==> config.mk <==
export PLATFORM = sky130hd
export DESIGN_NAME = mac_sequencer_flat
export DESIGN_NICKNAME = d
export VERILOG_FILES = /design/src/rtl/mac_sequencer_pkg.sv /design/src/rtl/mac_sequencer_if.sv /design/src/rtl/mac_sequencer_wrap_counter.sv /design/src/rtl/mac_sequencer.sv /design/src/flat_wrapper.sv
export SDC_FILE = /design/constraint.sdc
export NUM_CORES = 1
export LEC_CHECK = 0
export BUFFER_PORTS_ARGS = -buffer_cell sky130_fd_sc_hd__buf_2
export CAP_MARGIN = 30
export CORE_UTILIZATION = 30
export CTS_CLUSTER_SIZE = 14
export DETAILED_ROUTE_END_ITERATION = 12
export HOLD_SLACK_MARGIN = 0.08
export SETUP_SLACK_MARGIN = 0.15
export SYNTH_ARGS = -nofsm -noshare
export SYNTH_HDL_FRONTEND = slang
export SYNTH_HIERARCHICAL = 1
export SYNTH_SLANG_ARGS = --single-unit
==> constraint.sdc <==
create_clock -name clk -period 4.5 [get_ports clk]
set_input_delay 0.225 -clock clk [delete_from_list [all_inputs] [get_ports clk]]
set_output_delay 0.225 -clock clk [all_outputs]
set_load 0.01 [all_outputs]
==> src/rtl/mac_sequencer_pkg.sv <==
// ---------------------------------------------------------------------------
// mac_sequencer_pkg
// Shared types and helpers for the MAC sequencer slice.
//   seq_state_e : job sequencing states (IDLE, STREAM, DRAIN, FINISH)
//   is_last_f   : true when a zero-based counter sits on the last value of a
//                 range of length len (count == len-1)
// ---------------------------------------------------------------------------
package mac_sequencer_pkg;

   typedef enum logic [1:0] {
      IDLE   = 2'd0,
      STREAM = 2'd1,
      DRAIN  = 2'd2,
      FINISH = 2'd3
   } seq_state_e;

   // Wide compare width so any counter/length width up to 32 bits can share
   // the helper after zero-extension.
   localparam int CMP_WIDTH = 32;

   // Last-beat compare: count is on the final position of a range of length len.
   function automatic logic is_last_f(input logic [CMP_WIDTH-1:0] count,
                                      input logic [CMP_WIDTH-1:0] len);
      return (count == (len - 32'd1));
   endfunction

endpackage

==> src/rtl/mac_sequencer_if.sv <==
// ---------------------------------------------------------------------------
// mac_sequencer_if
// Groups the job-config, operand, MAC-control and result handshakes of one
// MAC sequencer.
//   slave  modport : the sequencer itself
//   master modport : the environment (operand fetcher, MAC, result consumer)
// Signals:
//   cfg_valid_in/cfg_ready_out, cfg_k_len_in, cfg_n_out_in : job request
//   op_valid_in/op_ready_out                              : operand pair beat
//   mac_valid_out, mac_accum_out                          : MAC controls
//   res_valid_out/res_ready_in, res_index_out             : result handshake
//   done_out                                              : job finished pulse
// ---------------------------------------------------------------------------
interface mac_sequencer_if #(
   parameter int K_WIDTH = 16,
   parameter int N_WIDTH = 16
);
   logic               cfg_valid_in;
   logic               cfg_ready_out;
   logic [K_WIDTH-1:0] cfg_k_len_in;
   logic [N_WIDTH-1:0] cfg_n_out_in;
   logic               op_valid_in;
   logic               op_ready_out;
   logic               mac_valid_out;
   logic               mac_accum_out;
   logic               res_valid_out;
   logic               res_ready_in;
   logic [N_WIDTH-1:0] res_index_out;
   logic               done_out;

   modport slave (
      input  cfg_valid_in,
      input  cfg_k_len_in,
      input  cfg_n_out_in,
      input  op_valid_in,
      input  res_ready_in,
      output cfg_ready_out,
      output op_ready_out,
      output mac_valid_out,
      output mac_accum_out,
      output res_valid_out,
      output res_index_out,
      output done_out
   );

   modport master (
      output cfg_valid_in,
      output cfg_k_len_in,
      output cfg_n_out_in,
      output op_valid_in,
      output res_ready_in,
      input  cfg_ready_out,
      input  op_ready_out,
      input  mac_valid_out,
      input  mac_accum_out,
      input  res_valid_out,
      input  res_index_out,
      input  done_out
   );

endinterface

==> src/rtl/mac_sequencer_wrap_counter.sv <==
// ---------------------------------------------------------------------------
// mac_sequencer_wrap_counter
// Zero-based counter over a range of length len: advances on en, returns to
// zero after the last value, and flags when it sits on the last value.
// Ports:
//   clk, rst : clock, asynchronous active-high reset
//   clear    : synchronous return to zero (wins over en)
//   en       : advance one step
//   len      : range length (counter walks 0..len-1)
//   count    : current value
//   wrap     : count is on the last value (next en returns to zero)
// ---------------------------------------------------------------------------
module mac_sequencer_wrap_counter
   import mac_sequencer_pkg::*;
#(
   parameter int WIDTH = 16
) (
   input  logic             clk,
   input  logic             rst,
   input  logic             clear,
   input  logic             en,
   input  logic [WIDTH-1:0] len,
   output logic [WIDTH-1:0] count,
   output logic             wrap
);

   logic [WIDTH-1:0] count_r;
   logic             wrap_s;

   // Last-value flag from the shared compare helper.
   always_comb begin
      wrap_s = is_last_f(CMP_WIDTH'(count_r), CMP_WIDTH'(len));
   end

   // Counter register: clear, then wrap-or-increment on enable.
   always_ff @(posedge clk or posedge rst) begin
      if (rst) begin
         count_r <= {WIDTH{1'b0}};
      end else if (clear) begin
         count_r <= {WIDTH{1'b0}};
      end else if (en) begin
         if (wrap_s) begin
            count_r <= {WIDTH{1'b0}};
         end else begin
            count_r <= count_r + WIDTH'(1'b1);
         end
      end else begin
         count_r <= count_r;
      end
   end

   assign count = count_r;
   assign wrap  = wrap_s;

endmodule

==> src/rtl/mac_sequencer.sv <==
// ---------------------------------------------------------------------------
// mac_sequencer
// Sequences one two-stage MAC (operand registers, then accumulator, both
// enabled by input_valid) through a job of N_OUT dot products of K_LEN
// operand pairs each. Because the MAC multiplies the operands latched on the
// previous pulse, every pulse adds the product of the previous operand pair;
// one extra pulse at the end of the job flushes the last pair.
// Ports:
//   clk      : clock
//   arst_in  : asynchronous reset, active-high
//   bus      : mac_sequencer_if.slave (config, operand, MAC, result, done)
// ---------------------------------------------------------------------------
module mac_sequencer
   import mac_sequencer_pkg::*;
#(
   parameter int K_WIDTH = 16,
   parameter int N_WIDTH = 16
) (
   input  logic           clk,
   input  logic           arst_in,
   mac_sequencer_if.slave bus
);

   seq_state_e         state_r;
   seq_state_e         state_s;

   logic [K_WIDTH-1:0] k_len_r;
   logic [N_WIDTH-1:0] n_out_r;
   logic [K_WIDTH-1:0] k_cnt_s;
   logic [N_WIDTH-1:0] o_cnt_s;
   logic               k_wrap_s;
   logic               o_wrap_s;

   logic [K_WIDTH-1:0] prev_k_r;
   logic [N_WIDTH-1:0] prev_o_r;
   logic               prev_valid_r;

   logic               res_valid_r;
   logic [N_WIDTH-1:0] res_index_r;

   logic               cfg_fire_s;
   logic               zero_job_s;
   logic               stall_s;
   logic               cfg_ready_s;
   logic               op_ready_s;
   logic               pulse_s;
   logic               stream_pulse_s;
   logic               o_en_s;
   logic               complete_s;
   logic               accum_s;
   logic               done_s;

   // Handshake qualifiers shared by the FSM and the datapath registers.
   always_comb begin
      cfg_fire_s = (state_r == IDLE) & bus.cfg_valid_in;
      zero_job_s = (bus.cfg_k_len_in == {K_WIDTH{1'b0}}) |
                   (bus.cfg_n_out_in == {N_WIDTH{1'b0}});
      // A held, unaccepted result sits in the MAC accumulator: no pulse may
      // disturb it.
      stall_s    = res_valid_r & ~bus.res_ready_in;
   end

   // Next-state and handshake outputs.
   always_comb begin
      state_s        = state_r;
      cfg_ready_s    = 1'b0;
      op_ready_s     = 1'b0;
      pulse_s        = 1'b0;
      stream_pulse_s = 1'b0;
      done_s         = 1'b0;
      case (state_r)
         IDLE: begin
            cfg_ready_s = 1'b1;
            if (bus.cfg_valid_in) begin
               if (zero_job_s) begin
                  state_s = FINISH;
               end else begin
                  state_s = STREAM;
               end
            end else begin
               state_s = IDLE;
            end
         end
         STREAM: begin
            op_ready_s     = ~stall_s;
            stream_pulse_s = bus.op_valid_in & ~stall_s;
            pulse_s        = stream_pulse_s;
            if (stream_pulse_s & k_wrap_s & o_wrap_s) begin
               state_s = DRAIN;
            end else begin
               state_s = STREAM;
            end
         end
         DRAIN: begin
            // Flush pulse: adds the last operand pair, operand inputs unused.
            pulse_s = ~stall_s;
            if (~stall_s) begin
               state_s = FINISH;
            end else begin
               state_s = DRAIN;
            end
         end
         FINISH: begin
            if (~res_valid_r) begin
               done_s  = 1'b1;
               state_s = IDLE;
            end else begin
               state_s = FINISH;
            end
         end
         default: begin
            state_s = IDLE;
         end
      endcase
   end

   // MAC control derived from the operand pair consumed on the previous pulse.
   always_comb begin
      // Previous operand was the first of its output: restart the sum.
      accum_s    = pulse_s & prev_valid_r & (prev_k_r != {K_WIDTH{1'b0}});
      // Previous operand was the last of its output: sum complete after this edge.
      complete_s = pulse_s & prev_valid_r &
                   is_last_f(CMP_WIDTH'(prev_k_r), CMP_WIDTH'(k_len_r));
      o_en_s     = stream_pulse_s & k_wrap_s;
   end

   // State register.
   always_ff @(posedge clk or posedge arst_in) begin
      if (arst_in) begin
         state_r <= IDLE;
      end else begin
         state_r <= state_s;
      end
   end

   // Job configuration latched on acceptance.
   always_ff @(posedge clk or posedge arst_in) begin
      if (arst_in) begin
         k_len_r <= {K_WIDTH{1'b0}};
         n_out_r <= {N_WIDTH{1'b0}};
      end else if (cfg_fire_s) begin
         k_len_r <= bus.cfg_k_len_in;
         n_out_r <= bus.cfg_n_out_in;
      end else begin
         k_len_r <= k_len_r;
         n_out_r <= n_out_r;
      end
   end

   // Position of the operand pair now sitting in the MAC operand registers.
   always_ff @(posedge clk or posedge arst_in) begin
      if (arst_in) begin
         prev_valid_r <= 1'b0;
         prev_k_r     <= {K_WIDTH{1'b0}};
         prev_o_r     <= {N_WIDTH{1'b0}};
      end else if (cfg_fire_s) begin
         prev_valid_r <= 1'b0;
         prev_k_r     <= {K_WIDTH{1'b0}};
         prev_o_r     <= {N_WIDTH{1'b0}};
      end else if (stream_pulse_s) begin
         prev_valid_r <= 1'b1;
         prev_k_r     <= k_cnt_s;
         prev_o_r     <= o_cnt_s;
      end else begin
         prev_valid_r <= prev_valid_r;
         prev_k_r     <= prev_k_r;
         prev_o_r     <= prev_o_r;
      end
   end

   // Result presentation: a completion pulse wins over an accept in the same
   // cycle, so back-to-back results keep valid high with the new index.
   always_ff @(posedge clk or posedge arst_in) begin
      if (arst_in) begin
         res_valid_r <= 1'b0;
         res_index_r <= {N_WIDTH{1'b0}};
      end else if (complete_s) begin
         res_valid_r <= 1'b1;
         res_index_r <= prev_o_r;
      end else if (res_valid_r & bus.res_ready_in) begin
         res_valid_r <= 1'b0;
         res_index_r <= res_index_r;
      end else begin
         res_valid_r <= res_valid_r;
         res_index_r <= res_index_r;
      end
   end

   mac_sequencer_wrap_counter #(
      .WIDTH (K_WIDTH)
   ) u_k_cnt (
      .clk   (clk),
      .rst   (arst_in),
      .clear (cfg_fire_s),
      .en    (stream_pulse_s),
      .len   (k_len_r),
      .count (k_cnt_s),
      .wrap  (k_wrap_s)
   );

   mac_sequencer_wrap_counter #(
      .WIDTH (N_WIDTH)
   ) u_o_cnt (
      .clk   (clk),
      .rst   (arst_in),
      .clear (cfg_fire_s),
      .en    (o_en_s),
      .len   (n_out_r),
      .count (o_cnt_s),
      .wrap  (o_wrap_s)
   );

   assign bus.cfg_ready_out = cfg_ready_s;
   assign bus.op_ready_out  = op_ready_s;
   assign bus.mac_valid_out = pulse_s;
   assign bus.mac_accum_out = accum_s;
   assign bus.res_valid_out = res_valid_r;
   assign bus.res_index_out = res_index_r;
   assign bus.done_out      = done_s;

endmodule

==> src/flat_wrapper.sv <==
// flat-port wrapper written by rule: the top's interface ports become plain ports
module mac_sequencer_flat import mac_sequencer_pkg::*;
#(
   parameter int K_WIDTH = 16,
   parameter int N_WIDTH = 16
)
  (clk, arst_in, bus_cfg_valid_in, bus_cfg_k_len_in, bus_cfg_n_out_in, bus_op_valid_in, bus_res_ready_in, bus_cfg_ready_out, bus_op_ready_out, bus_mac_valid_out, bus_mac_accum_out, bus_res_valid_out, bus_res_index_out, bus_done_out);
  mac_sequencer_if #(.K_WIDTH(K_WIDTH), .N_WIDTH(N_WIDTH)) bus_i ();
  input  logic clk;
  input  logic arst_in;
  input wire logic [$bits(bus_i.cfg_valid_in)-1:0] bus_cfg_valid_in;
  input wire logic [$bits(bus_i.cfg_k_len_in)-1:0] bus_cfg_k_len_in;
  input wire logic [$bits(bus_i.cfg_n_out_in)-1:0] bus_cfg_n_out_in;
  input wire logic [$bits(bus_i.op_valid_in)-1:0] bus_op_valid_in;
  input wire logic [$bits(bus_i.res_ready_in)-1:0] bus_res_ready_in;
  output wire logic [$bits(bus_i.cfg_ready_out)-1:0] bus_cfg_ready_out;
  output wire logic [$bits(bus_i.op_ready_out)-1:0] bus_op_ready_out;
  output wire logic [$bits(bus_i.mac_valid_out)-1:0] bus_mac_valid_out;
  output wire logic [$bits(bus_i.mac_accum_out)-1:0] bus_mac_accum_out;
  output wire logic [$bits(bus_i.res_valid_out)-1:0] bus_res_valid_out;
  output wire logic [$bits(bus_i.res_index_out)-1:0] bus_res_index_out;
  output wire logic [$bits(bus_i.done_out)-1:0] bus_done_out;
  assign bus_i.cfg_valid_in = bus_cfg_valid_in;
  assign bus_i.cfg_k_len_in = bus_cfg_k_len_in;
  assign bus_i.cfg_n_out_in = bus_cfg_n_out_in;
  assign bus_i.op_valid_in = bus_op_valid_in;
  assign bus_i.res_ready_in = bus_res_ready_in;
  assign bus_cfg_ready_out = bus_i.cfg_ready_out;
  assign bus_op_ready_out = bus_i.op_ready_out;
  assign bus_mac_valid_out = bus_i.mac_valid_out;
  assign bus_mac_accum_out = bus_i.mac_accum_out;
  assign bus_res_valid_out = bus_i.res_valid_out;
  assign bus_res_index_out = bus_i.res_index_out;
  assign bus_done_out = bus_i.done_out;
  mac_sequencer #(.K_WIDTH(K_WIDTH), .N_WIDTH(N_WIDTH)) u_core (.clk(clk), .arst_in(arst_in), .bus(bus_i));
endmodule
## Word-level counts from Yosys, hierarchy flattened

Index checks and enable logic that the tools add are counted.

- Bits in registers: 116
- Logic and storage cells: 66
- Output and inout bits: 22

- Add/subtract/negate cells: 4
- Eq/ne operators: 6
- Reduce and logical (&&, ||, !) cells: 7
- Muxes and demuxes: 26
- Bitwise operators: 13

Operators by type and width:

| kind | number |
|---|---|
| $mux W16 | 10 |
| $eq A16 B32 Y1 | 3 |
| $sub A16 B1 Y17 const B | 2 |
| $add A16 B1 Y16 const B | 2 |
| $logic_not A16 Y1 | 2 |
| $reduce_bool A16 Y1 | 1 |
| $and A1 B1 Y1 | 10 |
| $mux W1 | 10 |
| $mux W2 | 4 |
| $pmux W2 S4 | 1 |
| $reduce_bool A2 Y1 | 3 |
| $eq A2 B2 Y1 const B | 2 |
| $eq A2 B1 Y1 const B | 1 |
| $logic_not A2 Y1 | 1 |
| $not A1 Y1 | 2 |
| $pmux W1 S2 | 1 |
| $or A1 B1 Y1 | 1 |

## Longest topological paths before layout

- Word-level depth: 8
- Depth in mapped cells: 14

## Cells and area by module

Netlist, hierarchy kept.

By module, submodules not included:

| module | sequential area each (µm²) | instances | area an instance (µm²) | cells an instance |
|---|---|---|---|---|
| mac_sequencer | 2102.0 | 1 | 4001.3 | 426 |
| mac_sequencer_wrap_counter (u_core.u_o_cnt) | 400.4 | 1 | 1594.0 | 194 |
| mac_sequencer_wrap_counter (u_core.u_k_cnt) | 400.4 | 1 | 1589.0 | 193 |

## Least setup slack after synthesis

Ideal clock, no wire load.

- Path kind: reg2reg
- From: reg u_core.k_len_r[0]
- To: reg u_core.u_o_cnt.count_r[15] (netlist: u_core/u_o_cnt/count[15])
- Slack: 0.962 ns
- Setup time: 0.135 ns
- Path buffers: 2
- Data arrival time: 3.403 ns
- Data required time: 4.365 ns
- Stages on the path, launching flop included: 15
- Clock period less this slack: 3.538 ns
- Cell sequence: dfrtp_1 -> inv_1 -> ha_1 -> buf_2 -> or4b_1 -> o31ai_2 -> o2111ai_1 -> a2111o_1 -> or4_4 -> nor2_1 -> and2_1 -> clkbuf_1 -> nand4_1 -> xor2_1 -> nor2_1

- Longest elaborated chain between the ends: 4

RTL lines:

| what | line | RTL |
|---|---|---|
| start, declared | mac_sequencer.sv:27 | `logic [K_WIDTH-1:0] k_len_r;` |
| start signal, assigned | mac_sequencer.sv:139 | `k_len_r <= {K_WIDTH{1'b0}};` |
| start signal, assigned | mac_sequencer.sv:142 | `k_len_r <= bus.cfg_k_len_in;` |
| start signal, assigned | mac_sequencer.sv:145 | `k_len_r <= k_len_r;` |
| $sub A16 B1 Y17 | mac_sequencer_pkg.sv:24 | `return (count == (len - 32'd1));` |
| $eq A16 B32 Y1 | mac_sequencer_pkg.sv:24 |  |
| named net u_core.k_wrap_s | mac_sequencer.sv:31 | `logic k_wrap_s;` |
| $and A1 B1 Y1 | mac_sequencer.sv:124 | `o_en_s = stream_pulse_s & k_wrap_s;` |
| named net u_core.o_en_s | mac_sequencer.sv:48 | `logic o_en_s;` |
| $reduce_bool A2 Y1 (no line) | - |  |
| end signal, assigned | mac_sequencer_wrap_counter.sv:38 | `count_r <= {WIDTH{1'b0}};` |
| end signal, assigned | mac_sequencer_wrap_counter.sv:40 | `count_r <= {WIDTH{1'b0}};` |
| end signal, assigned | mac_sequencer_wrap_counter.sv:43 | `count_r <= {WIDTH{1'b0}};` |
| end, declared | mac_sequencer_wrap_counter.sv:27 | `logic [WIDTH-1:0] count_r;` |

The timed path passes the listed nets, and every way through them passes these cells.
A chain may end at the register's enable or synchronous reset.

## Final worst setup path

- From: reg u_core.k_len_r[0]
- To: reg u_core.u_o_cnt.count_r[13] (netlist: u_core/u_o_cnt/count[13])

The elaborated chain is that of the path after synthesis.

==> flow_summary.yaml <==
run_status:
  status: "complete, no violations"
finish:
  mostFrequentLayoutCell: "nand2_1"
  num_antenna_cells: 0
  drive_gt1_share_pct: 16.2
  areaGrowthSynthToFinish_pct: 21.0
  fin_cells: 1224
  mostFrequentLayoutCells: "nand2_1 (183), dfrtp_1 (116), nor2_1 (67)"
  fin_util_pct: 37.0
  final_nets: 939
  fillCellCount: 2412
setup_path:
  cpLargestDelayFamily: "simple AND/OR/NAND/NOR gates"
  crit_type: "register to register"
  slowest_stage: "or4b_1"
  cpPeakStageDelay_ns: 0.55
  startpoint_type: "register"
  crit_buf_inv: 1
  crit_fanout: 11
  cp_data_required_time_ns: 4.85
  end_kind: "register"
  cp_cell_sequence: "inv_1 -> ha_1 -> or4b_1 -> o31ai_2 -> o2111ai_1 -> a2111o_1 -> or4_4 -> nor2_1 -> and2_2 -> nand3_1 -> or3_1 -> o31ai_1 -> a22o_1"
  arrival_ns: 4.49
floorplan:
  die-width_um: 157
  dieArea_mm2: 0.0246
  dieHeight_um: 157
  rows: 56
  initial_utilization_pct: 30.6
  core-area_mm2: 0.0235
  io_pins: 59
routing:
  via_per_inst: 5.14
  vias: 6288
  dr.pass1.iters: 5
  wl_um: 19900
  drc: 0
  drtIter0Drc: 397
  wl_per_cell_um: 16.3
  ant_nets: 0
worst_hold_path:
  min_path_type: "primary input to register"
placed_design:
  portBuffers: 58
  post-place-ws_ns: 0.376
  place_congestion: 0.877
  hpwl_um: 14200
  placed_cells: 1162
clock_tree:
  clock_latency_ns: 0.42
  clkTransAtPathRegs_ns: 0.06
  cts-root-buf: "clkbuf_16"
  clock-sinks: 116
  h-tree-depth: 4
  cts_buffer_depth: 2
  tritoncts: "built"
  numCtsBuffers: 17
logic_synthesis:
  ys_ff_latch: 116
  synth_edf_count: 0
  synthArstFlopShare_pct: 100
  syn_avg_cell_area_um2: 8.84
  syn_area_mm2: 0.00718
  ys_top_cells_by_area: "dfrtp_1 (40%), nand2_1 (9.6%), xor2_1 (4.4%)"
  synth.largest_area_cell: "dfrtp_1"
  yosysWarningCount: 6
  synthCells: 813
  yosysTopAreaCellShare_pct: 40.4
  synthFlopType: "dfrtp_1"
  syn_nets: 859
  ys_types: 71
  ys_seq_area_share_pct: 40.4
pwr:
  ir_worst_vdd_v: 0.000268
  power_density_mw_per_mm2: 549
  p_leak_nw: 3.81
sta:
  max_clock_freq_mhz: 241
  fin_crit_ns: 4.14
  tns_ns: 0
  maxSlewHeadroom_pct: 31.2
  min_period_over_period_pct: 92.0
  setup_viol: 0
  timing.final.max_slew_violations: 0
  hold_viol: 0
  rsz0062_at_grt: "false"
  tightest_slew_ns: 1.02
  fin_worst_skew_ns: 0.00610
  finalWorstSetupSlack_ns: 0.358
global_route:
  grt_usage_pct: 17.1
  overflow: 0
  grt_pass1_vias: 6015
  antenna_found_initial: 0
  grt_pass1_wl_um: 32500
  grt_start_max_net_pins: 50
job:
  maxCapViolations: 0
[per-layer routing]
metal	GRT usage [%]	routed length, um	up-vias
met3	2.94	886	24
met2	25.5	8690	165
met5	0	0	-
li1	-	-	3030
met4	5.74	322	0
met1	24.6	10000	3069
[cells in the mapped netlist, types with 6 or more instances]
cell type / count
nor2_1: 67
or3_1: 8
ha_1: 9
nor3_1: 17
nand2b_1: 6
a31o_2: 8
o31ai_1: 6
nand2_1: 183
a22o_1: 6
buf_2: 7
and3_1: 10
dfrtp_1: 116
mux2_2: 9
nor4_1: 20
nand4_1: 18
clkbuf_1: 24
xnor2_1: 35
a21oi_1: 39
mux2_4: 9
xor2_1: 36
inv_1: 27
nand3_1: 21
or4_1: 6
o21ai_0: 15
[tightest hold or removal path, cell delays in order]
cell and delay (ns):
buf_2 0.11, nand2_1 0.09, o21ai_0 0.07
[layout make-up]
cell class / instances / area (um^2) / share of cell area [%]
Clock buffer: 19 / 433 / 4.98
Clock inverter: 12 / 181 / 2.09
Inverter: 29 / 110 / 1.27
Multi-Input combinational cell: 631 / 4000 / 46.0
Sequential cell: 116 / 2900 / 33.4
Tap cell: 319 / 399 / 4.59
Timing Repair Buffer: 98 / 668 / 7.69
[final timing paths]
path	end	depth (start not counted)	startpoint	slack (ns)
worst max-delay path	u_core/u_o_cnt/count[13]	13	u_core/k_len_r[0]	0.36
worst min-delay path	u_core/k_len_r[0]	3	bus_cfg_k_len_in[0]	0.12
worst max register to register	u_core/u_o_cnt/count[13]	13	u_core/k_len_r[0]	0.36
worst min register to register	u_core/bus.res_index_out[10]	1	u_core/bus.res_index_out[10]	0.50
max in group asynchronous	u_core/prev_o_r[10]	4	arst_in	2.95
min in group asynchronous	u_core/u_k_cnt/count[13]	3	arst_in	0.48
[sequential cells by signal, summed over array words and instances, names as in the netlist]
signal,count
u_core/n_out_r,16
u_core/prev_k_r,16
u_core/u_k_cnt/count,16
u_core/k_len_r,16
u_core/bus.res_index_out,16
u_core/state_r,2
u_core/u_o_cnt/count,16
u_core/prev_valid_r,1
u_core/prev_o_r,16
u_core/bus.res_valid_out,1
[repair_timing]
action                                  CTS  global route
endpoints found under the setup margin    0            11
setup buffers                             0             0
hold endpoints to repair                 97             0
gates resized for setup                   0             1
hold buffers                             31             0
[power breakdown]
part	internal, W	total (W)	switching (W)
logic	0.000714	0.00174	0.00102
registers	0.00121	0.00161	0.000399
clock network	0.000925	0.00143	0.000504
total	0.00285	0.00477	0.00193
[kinds of logic (layout without fill, tap and decap cells)]
| family | Yosys count | after routing | share of synthesized area (%) |
|---|---|---|---|
| adder cells (fa/ha/maj) | 9 | 9 | 1.57 |
| AND/OR/NAND/NOR | 403 | 403 | 28.5 |
| flip-flops | 116 | 116 | 40.4 |
| AO/OA/AOI/OAI | 125 | 125 | 12.9 |
| multiplexers | 23 | 23 | 3.99 |
| buffers and inverters | 66 | 158 | 3.95 |
| XOR/XNOR | 71 | 71 | 8.66 |
[stage by stage]
step | power [W] | area (um^2) | hold slack, ns
floorplan | 0.00287 | 7180 | 0.139
global placement | 0.00328 | 7770 | 0.396
detailed placement | 0.00329 | 7770 | 0.399
CTS | 0.00477 | 8690 | 0.0931
global route | 0.00509 | 8690 | 0.117
finish | 0.00477 | 8690 | 0.121
Power figures use the tool's default switching activity.
